`src/rtl/spi_bridge_pkg.sv`:
```
// spi_bridge_pkg: shared opcodes, FSM state type, response tags and
// response-word builders for the SPI command bridge.
package spi_bridge_pkg;

  // Command opcodes carried in cmd[31:30]
  localparam logic [1:0] OP_NOP    = 2'b00;
  localparam logic [1:0] OP_WRITE  = 2'b01;
  localparam logic [1:0] OP_READ   = 2'b10;
  localparam logic [1:0] OP_STATUS = 2'b11;

  // Response word tags in bits [31:24]
  localparam logic [7:0] TAG_WR = 8'h57;
  localparam logic [7:0] TAG_ST = 8'h53;

  // Read response when the register bus never acknowledges
  localparam logic [31:0] TIMEOUT_DATA = 32'hDEAD_BEEF;

  typedef enum logic [2:0] {
    ST_IDLE      = 3'd0,
    ST_WAIT_DATA = 3'd1,
    ST_BUS_WR    = 3'd2,
    ST_BUS_RD    = 3'd3,
    ST_RESP      = 3'd4
  } state_e;

  // Write response: tag, error flag at bit 16, 16-bit address
  function automatic logic [31:0] wr_resp(input logic err, input logic [15:0] addr);
    return {TAG_WR, 7'b0, err, addr};
  endfunction

  // Status response; busy bit is always 1 because the word is built while
  // the FSM is leaving IDLE
  function automatic logic [31:0] status_word(input logic [7:0] drop_cnt,
                                              input logic       sticky_timeout,
                                              input logic       sticky_drop);
    return {TAG_ST, 8'h00, drop_cnt, 5'b0, sticky_timeout, sticky_drop, 1'b1};
  endfunction

endpackage

```
`src/rtl/spi_bridge_timeout.sv`:
```
// spi_bridge_timeout: load-and-count-down watchdog. While load is high the
// counter is preset; while en is high it counts down to zero and holds there.
// done flags an enabled counter that has reached zero.
module spi_bridge_timeout #(
  parameter int CNT_W = 8
) (
  input  logic             clk,
  input  logic             rst,
  input  logic             load,
  input  logic [CNT_W-1:0] load_val,
  input  logic             en,
  output logic             done
);

  logic [CNT_W-1:0] cnt_q, cnt_d;

  // Next count: preset on load, otherwise decrement toward zero while enabled
  always_comb begin
    cnt_d = cnt_q;
    if (load) begin
      cnt_d = load_val;
    end else if (en && (cnt_q != '0)) begin
      cnt_d = cnt_q - 1'b1;
    end
  end

  // Counter register
  always_ff @(posedge clk or posedge rst) begin
    if (rst) begin
      cnt_q <= '0;
    end else begin
      cnt_q <= cnt_d;
    end
  end

  assign done = en && !load && (cnt_q == '0);

endmodule

```
`src/rtl/spi_reg_bridge.sv`:
```
// spi_reg_bridge: decodes 32-bit SPI command words (NOP/WRITE/READ/STATUS),
// runs one register-bus transaction at a time and returns one response word.
// Optional bus watchdog enabled by defining SPI_BRIDGE_TIMEOUT_EN.
module spi_reg_bridge
  import spi_bridge_pkg::*;
#(
  parameter int ADDR_W  = 8,
  parameter int TIMEOUT = 255
) (
  input  logic              clk,
  input  logic              rst,
  input  logic [31:0]       rx_data,
  input  logic              rx_valid,
  output logic              rx_ready,
  output logic [31:0]       tx_data,
  output logic              tx_valid,
  input  logic              tx_ready,
  output logic [ADDR_W-1:0] reg_addr,
  output logic [31:0]       reg_wdata,
  output logic              reg_wr,
  output logic              reg_rd,
  input  logic [31:0]       reg_rdata,
  input  logic              reg_ack,
  output logic              busy
);

  state_e      state_q, state_d;
  logic [15:0] addr_q, addr_d;
  logic [31:0] wdata_q, wdata_d;
  logic [31:0] resp_q, resp_d;
  logic [7:0]  drop_cnt_q, drop_cnt_d;
  logic        sticky_drop_q, sticky_drop_d;
  logic        sticky_to_q, sticky_to_d;

  logic [1:0]  op;
  logic        in_bus;
  logic        rx_drop;
  logic        status_clr;
  logic        timeout_hit;

  assign op      = rx_data[31:30];
  assign in_bus  = (state_q == ST_BUS_WR) || (state_q == ST_BUS_RD);
  assign rx_drop = rx_valid && (in_bus || (state_q == ST_RESP));

`ifdef SPI_BRIDGE_TIMEOUT_EN
  localparam int CNT_W = (TIMEOUT < 2) ? 1 : $clog2(TIMEOUT + 1);

  // Preset outside the bus states so the first bus cycle already sees
  // TIMEOUT-1; the strobe is then high for exactly TIMEOUT cycles.
  spi_bridge_timeout #(
    .CNT_W (CNT_W)
  ) u_timeout (
    .clk      (clk),
    .rst      (rst),
    .load     (!in_bus),
    .load_val (CNT_W'(TIMEOUT - 1)),
    .en       (in_bus),
    .done     (timeout_hit)
  );
`else
  // Watchdog absent: wait forever for reg_ack. TIMEOUT has no effect, the
  // compare is constant false.
  assign timeout_hit = (TIMEOUT < 0);
`endif

  // Next-state, datapath loads and drop/sticky bookkeeping
  always_comb begin
    state_d       = state_q;
    addr_d        = addr_q;
    wdata_d       = wdata_q;
    resp_d        = resp_q;
    drop_cnt_d    = drop_cnt_q;
    sticky_drop_d = sticky_drop_q;
    sticky_to_d   = sticky_to_q;
    status_clr    = 1'b0;

    case (state_q)
      ST_IDLE: begin
        if (rx_valid) begin
          case (op)
            OP_WRITE: begin
              addr_d  = rx_data[15:0];
              state_d = ST_WAIT_DATA;
            end
            OP_READ: begin
              addr_d  = rx_data[15:0];
              state_d = ST_BUS_RD;
            end
            OP_STATUS: begin
              resp_d     = status_word(drop_cnt_q, sticky_to_q, sticky_drop_q);
              status_clr = 1'b1;
              state_d    = ST_RESP;
            end
            default: ; // NOP: no response, stay idle
          endcase
        end
      end

      ST_WAIT_DATA: begin
        if (rx_valid) begin
          wdata_d = rx_data;
          state_d = ST_BUS_WR;
        end
      end

      ST_BUS_WR: begin
        // An ack coinciding with the watchdog expiry still counts as success
        if (reg_ack) begin
          resp_d  = wr_resp(1'b0, addr_q);
          state_d = ST_RESP;
        end else if (timeout_hit) begin
          resp_d      = wr_resp(1'b1, addr_q);
          sticky_to_d = 1'b1;
          state_d     = ST_RESP;
        end
      end

      ST_BUS_RD: begin
        if (reg_ack) begin
          resp_d  = reg_rdata;
          state_d = ST_RESP;
        end else if (timeout_hit) begin
          resp_d      = TIMEOUT_DATA;
          sticky_to_d = 1'b1;
          state_d     = ST_RESP;
        end
      end

      ST_RESP: begin
        if (tx_ready) begin
          state_d = ST_IDLE;
        end
      end

      default: state_d = ST_IDLE;
    endcase

    // A STATUS read clears the counters first; a coincident drop then counts once
    if (status_clr) begin
      sticky_to_d   = 1'b0;
      sticky_drop_d = rx_drop;
      drop_cnt_d    = rx_drop ? 8'd1 : 8'd0;
    end else if (rx_drop) begin
      sticky_drop_d = 1'b1;
      if (drop_cnt_q != 8'hFF) begin
        drop_cnt_d = drop_cnt_q + 8'd1;
      end
    end
  end

  // State and datapath registers; reset drops any bus strobe immediately
  always_ff @(posedge clk or posedge rst) begin
    if (rst) begin
      state_q       <= ST_IDLE;
      addr_q        <= '0;
      wdata_q       <= '0;
      resp_q        <= '0;
      drop_cnt_q    <= '0;
      sticky_drop_q <= 1'b0;
      sticky_to_q   <= 1'b0;
    end else begin
      state_q       <= state_d;
      addr_q        <= addr_d;
      wdata_q       <= wdata_d;
      resp_q        <= resp_d;
      drop_cnt_q    <= drop_cnt_d;
      sticky_drop_q <= sticky_drop_d;
      sticky_to_q   <= sticky_to_d;
    end
  end

  // Outputs decode directly from the registered state, so address and write
  // data are stable for the whole time a strobe is high
  assign rx_ready  = (state_q == ST_IDLE) || (state_q == ST_WAIT_DATA);
  assign reg_wr    = (state_q == ST_BUS_WR);
  assign reg_rd    = (state_q == ST_BUS_RD);
  assign tx_valid  = (state_q == ST_RESP);
  assign busy      = (state_q != ST_IDLE);
  assign reg_addr  = addr_q[ADDR_W-1:0];
  assign reg_wdata = wdata_q;
  assign tx_data   = resp_q;

endmodule
```
`config.mk`:
```
export PLATFORM = sky130hd
export DESIGN_NAME = spi_reg_bridge
export DESIGN_NICKNAME = d
export VERILOG_FILES = /design/src/rtl/spi_bridge_pkg.sv /design/src/rtl/spi_bridge_timeout.sv /design/src/rtl/spi_reg_bridge.sv
export SDC_FILE = /design/constraint.sdc
export NUM_CORES = 1
export LEC_CHECK = 0
export CAP_MARGIN = 20
export CORE_MARGIN = 4
export CORE_UTILIZATION = 45
export DETAILED_ROUTE_END_ITERATION = 6
export PLACE_DENSITY = 0.81
export SLEW_MARGIN = 5
export SYNTH_ARGS = -nofsm -noshare
export SYNTH_HDL_FRONTEND = slang
export SYNTH_HIERARCHICAL = 1
export SYNTH_SLANG_ARGS = --single-unit
```
`constraint.sdc`:
```
create_clock -name clk -period 3.85 [get_ports clk]
set_input_delay 0.385 -clock clk [delete_from_list [all_inputs] [get_ports clk]]
set_output_delay 0.385 -clock clk [all_outputs]
set_load 0.005 [all_outputs]
```
After elaboration in Yosys (flattened, before gate mapping)
Index checks and enable logic that the tools add are counted.

Add/sub/neg operators: 1. Equal/unequal tests: 16. Multiplexer cells: 20. Reductions and logical operators: 16.

Operator list (count): two-way mux 32 bit (4); one-hot mux 32 bit (3 select lines) (1); two-way mux 8 bit (3); two-way mux 3 bit (4); one-hot mux 3 bit (4 select lines) (1); inequality test 2 x 1 -> 1 bit (second input constant) (5); AND reduction 5 bit (2); one-hot mux 3 bit (3 select lines) (1); adder 8 x 1 -> 8 bit (second input constant) (1); inequality test 8 bit (second input constant) (1); == test 3 x 2 -> 1 bit (second input constant) (2); two-way mux 1 bit (6); nonzero test 3 bit (2); == test 2 bit (second input constant) (2); inequality test 2 bit (second input constant) (2); inequality test 4 x 1 -> 1 bit (second input constant) (1); AND reduction 2 bit (2); nonzero test 2 bit (2); OR reduction 2 bit (2); == test 3 x 1 -> 1 bit (second input constant) (1); == test 3 bit (second input constant) (1); zero test 3 bit (1); logical OR 1 bit (3); AND reduction 3 bit (1); 2 further kinds (2).

Register bits: 92. Bits of input ports: 69. Output and inout bits: 77.

Longest topological paths before layout
Gate-level depths: netlist of run 1.

Depth after elaboration: 6. Mapped depth: 7. Mapped depth without buffers: 6.

Worst setup path after synthesis of run 1
Ideal clock, no wire load.

Path kind: input port to flip-flop. Start point: input port rx_data[30]. End point: register addr_q[0]. Setup time: 0.125 ns. Arrival time: 1.512 ns. Required time: 3.725 ns. Path slack: 2.214 ns. Stages on the path: 6. Buffers on the path: 1. Cell sequence: inv_1 ha_1 nor2_1 nand3_1 buf_2 mux2_2.

Longest elaborated chain between the ends: 3.

Ends and longest elaborated chain: start: declaration (line spi_reg_bridge.sv:12) `input logic [31:0] rx_data,`; == test 2 bit / == test 2 x 1 -> 1 bit (equally long branches) (line spi_reg_bridge.sv:80) `case (op)`; OR reduction 2 bit (no source line) (*); AND reduction 3 bit (no source line) (*); end signal: assignment (line spi_reg_bridge.sv:163) `addr_q <= addr_d;`; end: declaration (line spi_reg_bridge.sv:28) `logic [15:0] addr_q, addr_d;`.

Every way passes the cells marked *; elsewhere a longest branch is shown, timed or not. A chain may end at the register's enable or synchronous reset.

Final worst setup path of run 1
Start point: register state_q[0]. End point: output port reg_rd.

Longest elaborated chain between the ends: 1.

Ends and longest elaborated chain: start: declaration (line spi_reg_bridge.sv:27) `state_e state_q, state_d;`; start signal: assignment (line spi_reg_bridge.sv:162) `state_q <= state_d;`; == test 3 x 2 -> 1 bit (line spi_reg_bridge.sv:176) `assign reg_rd = (state_q == ST_BUS_RD);`; end: declaration (line spi_reg_bridge.sv:21) `output logic reg_rd,`.

No other way between the ends.

==> results of run 1 <==
metrics by stage:
stage,util [%],hold WS (ns)
after CTS,65.39,0.4946
after global routing,65.39,0.5050
after global placement,63.26,0.4590
final,65.39,0.4868
after detailed placement,63.26,0.4729
after floorplan,-,0.4417
power breakdown:
part	switching [mW]	internal [mW]	leakage (nW)
registers	0.253	1.34	1.15
logic	0.613	0.978	1.15
clock network	0.351	0.257	0.0851
cells by family after synthesis:
kind of cell | count (synthesis) | share of synthesized area, %
AOI/OAI and AO/OA | 67 | 9.500
adders and majority gates | 5 | 1.552
muxes | 60 | 16.39
DFF | 92 | 57.13
and+or+nand+nor | 93 | 10.37
buffers and inverters | 41 | 5.061
layer usage:
metal	global-route usage [%]	share of wire, %	vias up
met4	5.247	0.78	0
li1	-	-	1495
met1	25.42	41	1545
met2	32.92	48	127
met3	6.495	9.5	10
met5	0	0	-
area by class of cell:
class | count | area (um^2)
fill | 684 | 3018
sequential | 92 | 2302
multi-input combinational | 225 | 1529
timing repair buffer | 152 | 1504
clock buffer | 10 | 137.6
tap | 108 | 135.1
clock inverter | 6 | 48.80
inverter | 12 | 46.29
final timing paths:
path / slack, ns / endpoint / cells after the start / startpoint
worst min-delay path: 0.49 / tx_data[9] / 2 / tx_data[9]
min in group asynchronous: 0.51 / reg_wdata[2] / 2 / rst
worst min register to register: 0.49 / tx_data[9] / 2 / tx_data[9]
worst max register to register: 1.49 / tx_data[21] / 4 / state_q[0]
worst max-delay path: 1.04 / reg_rd / 3 / state_q[0]
max in group asynchronous: 2.48 / drop_cnt_q[1] / 3 / rst
critical path, stage by stage, from the launching register on:
cell and delay, ns:
dfrtp_1 0.82, nand2_1 0.35, inv_2 0.35, clkdlybuf4s50_1 0.57
layout by cell type, fill, tap and decap left out, drive strengths merged:
cell type / instances
nor3b: 1
and3: 3
o41ai: 1
clkinvlp: 3
clkdlybuf4s50: 145
nand3: 3
a31o: 1
nand2: 62
nor2: 6
or4: 2
a22oi: 7
o31ai: 2
and4: 2
buf: 7
inv: 12
o21ai: 42
a311oi: 2
nand3b: 1
nor4: 1
ha: 5
a21oi: 10
clkbuf: 10
nand4: 1
nor2b: 2
mux2i: 12
nor4b: 1
o21a: 1
nor3: 4
dfrtp: 92
and2: 2
mux2: 48
nand2b: 2
o2bb2ai: 1
clkinv: 3
flip-flops by register name, summed over array words and instances, names as in the netlist:
register and flops:
state_q 3, tx_data 32, reg_wdata 32, drop_cnt_q 8
sticky_drop_q 1, addr_q 16
==> key figures, run 1 <==
Outcome
  • Status: finished, final reports clean

Clocking
  • H-Tree Depth: 3
  • CTS tree: yes
  • Setup bufs post-CTS: 0
  • TritonCTS Sinks: 92
  • CTS Buffer Depth: 2
  • Clk slew on worst S/H paths: 0.09 ns
  • Hold-fix buffers, CTS: 0
  • Cts bufs inserted: 9
  • Clk_lat worst skew: 0.34 ns
  • Post-CTS sizing: 0
  • CTS Root Cell: clkbuf_8

Timing
  • Min Tclk post-route: 2.814 ns
  • Fin. max-slew vios: 0
  • Final WS setup: 1.036 ns
  • Fin Setup TNS: 0 ns
  • Layout Skew: 0.01054 ns
  • Final hold viol count: 0
  • Relative slew slack: 41.43%
  • Fmax: 355.3 MHz
  • Least-Margin Pin Slew: 0.8776 ns
  • Period utilisation layout: 73.10%
  • Final Setup Violations: 0
  • RSZ-0062 raised after global routing: false

Logic synthesis
  • Cell Area, Synth: 0.004030 mm^2
  • Async SR Flop Fraction: 100.0%
  • Synth cell types: 37
  • Count leader, synth: dfrtp_1
  • Post-synth top area share: 57.13%
  • Number of synthesized flops with an enable pin: 0
  • Net count after synthesis: 432
  • Syn Inst Count: 358
  • Avg Cell Area, Syn: 11.26 um^2
  • Ys Warns: 6
  • Synth top cells by count: 92 x dfrtp_1, 62 x nand2_1, 38 x mux2_2
  • Top post-synthesis cells by area: dfrtp_1 57%, mux2_2 11%, nand2_1 5.8%
  • Register area share after synthesis: 57.13%
  • Synth Register Bits: 92
  • Post-synth top flop: dfrtp_1
  • Area leader, netlist: dfrtp_1

Cells and area
  • Finished Layout Cells: 605
  • Post-route cell area: 0.005703 mm^2
  • Layout cells sized above 1: 13.68%
  • Fin nets: 566
  • P&R area growth vs syn: 41.51%
  • Antenna Cells: 0

Power and ir drop
  • LEAKAGE: 2.383 nW
  • Final Total Pwr: 3.794 mW
  • Maximum VDD drop: 481.0 uV
  • Power per cell area: 665.4 mW/mm^2

Routing
  • Drt total wl: 10.04 mm
  • First drt pass iteration count: 5
  • Detail Route Antenna Nets: 0
  • Drt wl/cell: 16.60 um
  • Vias/cell: 5.251
  • Via count: 3177
  • Drt drc: 0
  • Iteration-0 DRC Markers: 188

Place
  • DP Wirelength: 7.587 mm
  • Pre-CTS WS: 1.203 ns
  • Input/output buffers: 145
  • DP Cell Count: 589
  • GPL Wtd Cong: 0.8278
  • Placed cell areas: 0.005517 mm^2

Global routing
  • GRT overflow: 0
  • Largest net degree at the start of global routing: 51
  • Number of global-route vias before repair: 3310
  • Gr usage total: 19.94%
  • Antenna violations before repair: 0
  • First-pass GRT wire length: 16.53 mm

Die
  • Top-Level Pins: 146
  • Number of core rows: 34
  • Die width: 102.6 um
  • Initial Utilization: 46.21%
  • Overall die height: 102.6 um
  • Core Box Area: 0.008721 mm^2
  • DIE AREA: 0.01053 mm^2

Critical path
  • WP data arrival: 2.43 ns
  • CP Launch Type: flip-flop
  • Nature of the critical path endpoint: output pin
  • Required @ worst endpoint: 3.46 ns
  • Worst-path fanout max: 18
  • Crit Path Class: flip-flop to output pin

Min path
  • Hold crit path type: flip-flop to flip-flop

Run
  • Max-capacitance violation count: 0
(Power assumes the default switching activity.)
==> run 2: changes to the inputs <==
--- a/config.mk
+++ b/config.mk
@@ -7,9 +7,9 @@
 export LEC_CHECK = 0
 export CAP_MARGIN = 20
 export CORE_MARGIN = 4
-export CORE_UTILIZATION = 45
+export CORE_UTILIZATION = 40
 export DETAILED_ROUTE_END_ITERATION = 6
-export PLACE_DENSITY = 0.81
+export PLACE_DENSITY = 0.76
 export SLEW_MARGIN = 5
 export SYNTH_ARGS = -nofsm -noshare
 export SYNTH_HDL_FRONTEND = slang
==> constraint.sdc (replaced) <==
create_clock -name clk -period 2.55 [get_ports clk]
set_input_delay 0.255 -clock clk [delete_from_list [all_inputs] [get_ports clk]]
set_output_delay 0.255 -clock clk [all_outputs]
set_load 0.005 [all_outputs]
==> run 2 against run 1 <==
Effect of this change:
- setup slack worse by 0.66 ns
- via count is 1.5% lower
- final cell count increased by 4.3%
==> key figures, run 2 (synthesis results as in run 1) <==
Cells and area
  • Final-layout fill cell count: 829 (was 684)
  • Area occupied by multi-input gates: 0.001529 mm^2 (unchanged)
  • Layout cells sized above 1: 13.65% (was 13.68%)
  • Fin nets: 567 (was 566)
  • P&R area growth vs syn: 44.15% (was 41.51%)
  • Post-route cell area: 0.005809 mm^2 (was 0.005703 mm^2)
  • Layout Utilization: 59.43% (was 65.39%)
  • Area occupied by registers: 0.002302 mm^2 (unchanged)
  • Commonest non-fill, non-tap cell in the layout: clkdlybuf4s50_1 (unchanged)
  • Antenna Cells: 0 (unchanged)
  • Commonest cells after routing, fill and taps aside: 145 x clkdlybuf4s50_1, 92 x dfrtp_1, 62 x nand2_1, 38 x mux2_2, 23 x o21ai_0 (unchanged)

Clocking
  • CTS tree: yes (unchanged)
  • Post-CTS sizing: 0 (unchanged)
  • H-Tree Depth: 3 (unchanged)
  • CTS Root Cell: clkbuf_8 (unchanged)
  • Clk slew on worst S/H paths: 0.09 ns (about the same)
  • TritonCTS Sinks: 92 (unchanged)
  • Hold-fix buffers, CTS: 0 (unchanged)
  • Clk_lat worst skew: 0.35 ns (was 0.34 ns)
  • CTS Buffer Depth: 2 (unchanged)
  • Setup bufs post-CTS: 0 (unchanged)
  • Cts bufs inserted: 9 (unchanged)

Timing
  • Final Setup Violations: 0 (unchanged)
  • Layout Skew: 0.009394 ns (was 0.01054 ns)
  • Final hold viol count: 0 (unchanged)
  • Fin. max-slew vios: 0 (unchanged)
  • Least-Margin Pin Slew: 0.4827 ns (was 0.8776 ns)
  • Min Tclk post-route: 2.173 ns
  • RSZ-0062 raised after global routing: false (unchanged)
  • Fmax: 460.1 MHz
  • Fin Setup TNS: 0 ns (unchanged)
  • Final WS setup: 0.3766 ns (was 1.036 ns)
  • Period utilisation layout: 85.23%
  • Relative slew slack: 67.75% (was 41.43%)

Global routing
  • First-pass GRT wire length: 15.97 mm (was 16.53 mm)
  • Antenna violations before repair: 0 (unchanged)
  • Largest net degree at the start of global routing: 74 (was 51)
  • Number of global-route vias before repair: 3223 (was 3310)
  • GRT overflow: 0 (unchanged)
  • Gr usage total: 17.36% (was 19.94%)

Run
  • Max-capacitance violation count: 0 (unchanged)

Critical path
  • Worst-path cell chain: nor2b_1 -> and2_1 -> clkdlybuf4s50_1 (was nand2_1 -> inv_2 -> clkdlybuf4s50_1)
  • Top delay family on crit path: simple AND/OR/NAND/NOR gates (was buffers and inverters)
  • Nature of the critical path endpoint: output pin (unchanged)
  • CP bufs+invs: 1 (was 2)
  • CP Launch Type: flip-flop (unchanged)
  • Required @ worst endpoint: 2.30 ns (was 3.46 ns)
  • Crit Path Class: flip-flop to output pin (unchanged)
  • WP data arrival: 1.92 ns (was 2.43 ns)
  • Crit-path max cell delay: 0.57 ns (was 0.82 ns)
  • Worst-path fanout max: 8 (was 18)
  • CP max-delay cell: clkdlybuf4s50_1 (was dfrtp_1)

Outcome
  • Status: finished, final reports clean (unchanged)

Place
  • DP Wirelength: 7.456 mm (was 7.587 mm)
  • Input/output buffers: 145 (unchanged)
  • GPL Wtd Cong: 0.8187 (was 0.8278)
  • Pre-CTS WS: 0.4850 ns (was 1.203 ns)
  • Placed cell areas: 0.005583 mm^2 (was 0.005517 mm^2)

Routing
  • Iteration-0 DRC Markers: 111 (was 188)
  • Vias/cell: 4.959 (was 5.251)
  • Drt drc: 0 (unchanged)
  • Detail Route Antenna Nets: 0 (unchanged)
  • Via count: 3129 (was 3177)
  • First drt pass iteration count: 4 (was 5)
  • Drt total wl: 9.943 mm (was 10.04 mm)
  • Drt wl/cell: 15.76 um (was 16.60 um)

Power and ir drop
  • LEAKAGE: 2.420 nW (was 2.383 nW)
  • Maximum VDD drop: 516.1 uV (was 481.0 uV)
  • Final Total Pwr: 5.902 mW (was 3.794 mW)
  • Power per cell area: 1016 mW/mm^2 (was 665.4 mW/mm^2)

Die
  • Initial Utilization: 41.23% (was 46.21%)
  • Core Box Area: 0.009774 mm^2 (was 0.008721 mm^2)
  • Top-Level Pins: 146 (unchanged)
  • Overall die height: 108.4 um (was 102.6 um)
  • Die width: 108.4 um (was 102.6 um)
  • DIE AREA: 0.01175 mm^2 (was 0.01053 mm^2)
  • Number of core rows: 36 (was 34)

Min path
  • Hold crit path type: input port to async pin (was flip-flop to flip-flop)
[run 2: cell type report]
class	count	share of cell area [%]
inverter	12	0.8400
timing repair buffer	153	26.45
clock buffer	11	2.434
multi-input combinational	225	26.32
sequential	92	39.63
tap	133	2.865
clock inverter	5	1.465
[run 2: metrics by stage]
step,hold slack [ns],std cells
after floorplan,0.3631,358
after global placement,0.4579,615
after detailed placement,0.4678,615
after CTS,0.2726,631
after global routing,0.2959,631
final,0.2785,631
[run 2: worst paths after layout]
path | to | cells after the start | from | slack, ns
setup reg to reg | reg_wdata[11] | 4 | state_q[2] | 0.62
min in group clk | tx_data[16] | 3 | reg_rdata[16] | 0.44
hold / removal | addr_q[13] | 2 | rst | 0.28
setup / recovery | reg_wr | 3 | state_q[1] | 0.38
max in group asynchronous | addr_q[9] | 3 | rst | 1.56
hold reg to reg | sticky_drop_q | 2 | sticky_drop_q | 0.49
[run 2: routing by layer]
layer	wire length (um)	global-route usage, %	vias to the layer above
li1	-	-	1499
met1	4308	22.93	1494
met3	842	5.194	18
met2	4593	26.95	118
met4	198	6.763	0
met5	0	0	-
[run 2: where the power goes]
group	internal (mW)	switching (mW)	total, mW
logic	1.49	0.937	2.43
clock network	0.583	0.514	1.10
registers	2.03	0.350	2.38
[run 2: worst reg2reg max path, delay by kind of cell, from the launching register on]
kind / cells / cell delay, ns
AND/OR/NAND/NOR: 2 / 0.58
flip-flops: 1 / 0.45
multiplexers: 1 / 0.40
buffers and inverters: 1 / 0.38
==> run 3: changes to the inputs <==
--- a/config.mk
+++ b/config.mk
@@ -6,10 +6,12 @@
 export NUM_CORES = 1
 export LEC_CHECK = 0
 export CAP_MARGIN = 20
+export CORE_ASPECT_RATIO = 0.8
 export CORE_MARGIN = 4
 export CORE_UTILIZATION = 40
 export DETAILED_ROUTE_END_ITERATION = 6
 export PLACE_DENSITY = 0.76
+export RECOVER_POWER = 25
 export SLEW_MARGIN = 5
 export SYNTH_ARGS = -nofsm -noshare
 export SYNTH_HDL_FRONTEND = slang
==> run 3 against run 2 <==
Effect of this change:
- sequential cell count stayed put
- largest cell class unchanged
- setup slack worse by 0.13 ns
- clock skew is 0.0041 ns lower
- sequential power hardly changed
- critical path depth is 1 higher
==> key figures, run 3 (synthesis results as in run 1) <==
Critical path
  • CP Launch Point: state_q[1] (unchanged)
  • WP data arrival: 2.05 ns (was 1.92 ns)
  • Worst-path fanout max: 8 (unchanged)
  • Critical path destination: reg_wr (unchanged)
  • Nature of the critical path endpoint: output pin (unchanged)
  • R2R Path Start: state_q[0] (was state_q[2])
  • CP max-delay cell: clkdlybuf4s50_1 (unchanged)
  • Top delay family on crit path: buffers and inverters (was simple AND/OR/NAND/NOR gates)
  • Worst-path cell chain: nor2b_1 -> buf_4 -> and2_1 -> clkdlybuf4s50_1 (was nor2b_1 -> and2_1 -> clkdlybuf4s50_1)
  • Cell count along the critical path: 4 (was 3)
  • CP Launch Type: flip-flop (unchanged)
  • Required @ worst endpoint: 2.30 ns (about the same)
  • CP bufs+invs: 2 (was 1)
  • R2R cell count: 6 (was 4)
  • R2r endpoint: tx_data[28] (was reg_wdata[11])
  • Crit Path Class: flip-flop to output pin (unchanged)
  • FF-to-FF setup slack: 0.72 ns (was 0.62 ns)
  • Crit-path max cell delay: 0.57 ns (about the same)

Die
  • DIE AREA: 0.01176 mm^2 (was 0.01175 mm^2)
  • Top-Level Pins: 146 (unchanged)
  • Overall die height: 97.78 um (was 108.4 um)
  • Number of core rows: 32 (was 36)
  • Core Box Area: 0.009729 mm^2 (was 0.009774 mm^2)
  • Die width: 120.2 um (was 108.4 um)
  • Initial Utilization: 41.42% (was 41.23%)

Clocking
  • Cts bufs inserted: 9 (unchanged)
  • CTS Root Cell: clkbuf_16 (was clkbuf_8)
  • Clk_lat worst skew: 0.34 ns (was 0.35 ns)
  • CTS tree: yes (unchanged)
  • Post-CTS sizing: 0 (unchanged)
  • Clk slew on worst S/H paths: 0.07 ns (was 0.09 ns)
  • Setup bufs post-CTS: 0 (unchanged)
  • H-Tree Depth: 3 (unchanged)
  • Hold-fix buffers, CTS: 0 (unchanged)
  • CTS Buffer Depth: 2 (unchanged)
  • TritonCTS Sinks: 92 (unchanged)

Run
  • Max-capacitance violation count: 0 (unchanged)

Timing
  • Min Tclk post-route: 2.301 ns (was 2.173 ns)
  • Relative slew slack: 22.82% (was 67.75%)
  • Final Setup Violations: 0 (unchanged)
  • RSZ-0062 raised after global routing: false (unchanged)
  • Fmax: 434.7 MHz (was 460.1 MHz)
  • Fin Setup TNS: 0 ns (unchanged)
  • Layout Skew: 0.005250 ns (was 0.009394 ns)
  • Fin. max-slew vios: 0 (unchanged)
  • Final hold viol count: 0 (unchanged)
  • Least-Margin Pin Slew: 1.158 ns (was 0.4827 ns)
  • Period utilisation layout: 90.22% (was 85.23%)

Global routing
  • First-pass GRT wire length: 17.29 mm (was 15.97 mm)
  • Antenna violations before repair: 0 (unchanged)
  • Largest net degree at the start of global routing: 88 (was 74)
  • GRT overflow: 0 (unchanged)
  • Gr usage total: 18.42% (was 17.36%)
  • Number of global-route vias before repair: 3380 (was 3223)

Cells and area
  • Finished Layout Cells: 634 (was 631)
  • Antenna Cells: 0 (unchanged)
  • P&R area growth vs syn: 45.95% (was 44.15%)
  • Commonest non-fill, non-tap cell in the layout: clkdlybuf4s50_1 (unchanged)
  • Final-layout fill cell count: 812 (was 829)
  • Layout cells sized above 1: 13.86% (was 13.65%)
  • Commonest cells after routing, fill and taps aside: 144 x clkdlybuf4s50_1, 92 x dfrtp_1, 62 x nand2_1, 38 x mux2_2, 23 x o21ai_0 (was 145 x clkdlybuf4s50_1, 92 x dfrtp_1, 62 x nand2_1, 38 x mux2_2, 23 x o21ai_0)
  • Fin nets: 567 (unchanged)

Power and ir drop
  • Net Sw Power: 1.910 mW (was 1.800 mW)
  • Final Total Pwr: 6.229 mW (was 5.902 mW)
  • Sw frac: 30.67% (was 30.50%)
  • LEAKAGE: 2.453 nW (was 2.420 nW)
  • Maximum VDD drop: 725.2 uV (was 516.1 uV)
  • Sequential Power Share: 38.6% (was 40.3%)
  • Clock share of power: 22.0% (was 18.6%)
  • Comb pwr share: 39.4% (was 41.1%)
  • Design internal power: 4.319 mW (was 4.102 mW)
  • Power per cell area: 1059 mW/mm^2 (was 1016 mW/mm^2)

Place
  • Input/output buffers: 145 (unchanged)
  • GPL Wtd Cong: 0.8262 (was 0.8187)
  • DP Wirelength: 7.809 mm (was 7.456 mm)
  • DP Cell Count: 618 (was 615)

Routing
  • Vias/cell: 4.926 (was 4.959)
  • Drt wl/cell: 16.53 um (was 15.76 um)
  • Iteration-0 DRC Markers: 126 (was 111)
  • First drt pass iteration count: 4 (unchanged)
  • Drt total wl: 10.48 mm (was 9.943 mm)
  • Via count: 3123 (was 3129)
  • Detail Route Antenna Nets: 0 (unchanged)
  • Drt drc: 0 (unchanged)

Outcome
  • Status: finished, final reports clean (unchanged)

Min path
  • Hold crit path type: input port to async pin (unchanged)
## run 3: routing by layer
layer | track usage [%] | part of all wire [%]
met5 | 0 | 0
met4 | 4.443 | 1.3
met3 | 8.107 | 8.4
met2 | 28.41 | 46
met1 | 24.11 | 44
## run 3: metrics by stage
step                utilization (%)  instance area (um^2)  setup WS (ns)  hold slack (ns)
global placement              57.42                  5587         0.5827           0.4616
detailed placement            57.42                  5587         0.4995           0.4701
finish                        60.46                  5882         0.2494           0.2840
floorplan                         -                  4034         0.9227           0.3631
CTS                           60.61                  5897         0.2287           0.1606
global route                  60.46                  5882        0.06403           0.2949
## run 3: area by class of cell
cell class	count	area, um^2	share of cell area [%]
inverters	12	46.29	0.7871
well taps	136	170.2	2.893
clock inverters	6	71.32	1.213
multi-input cells	225	1529	25.99
clock buffers	10	239.0	4.063
flip-flops and latches	92	2302	39.14
repair buffers	153	1524	25.91
## run 3: worst reg2reg max path: cells and delay by family (launching register included)
family	cells	cell delay (ns)
DFF	1	0.43
AOI/OAI and AO/OA	2	0.20
and+or+nand+nor	2	0.64
buffers and inverters	2	0.45
## run 3: power by group through the flow
stage	logic [mW]	clock network [mW]	registers (mW)
CTS	2.49	1.40	2.41
global route	2.68	1.48	2.48
global placement	2.42	0	2.39
detailed placement	2.47	0	2.43
finish	2.45	1.37	2.41
floorplan	1.15	0	2.37
## run 3: how the worst min path moves through the flow
stage	from	to	slack, ns	cells past startpoint
2_1_floorplan	tx_ready	state_q[2]	0.36	1
3_3_place_gp	tx_data[26]	tx_data[26]	0.46	2
3_5_place_dp	sticky_drop_q	sticky_drop_q	0.47	2
4_1_cts	rst	reg_wdata[0]	0.16	2
5_1_grt	rst	reg_wdata[0]	0.29	2
6_report	rst	reg_wdata[2]	0.28	2
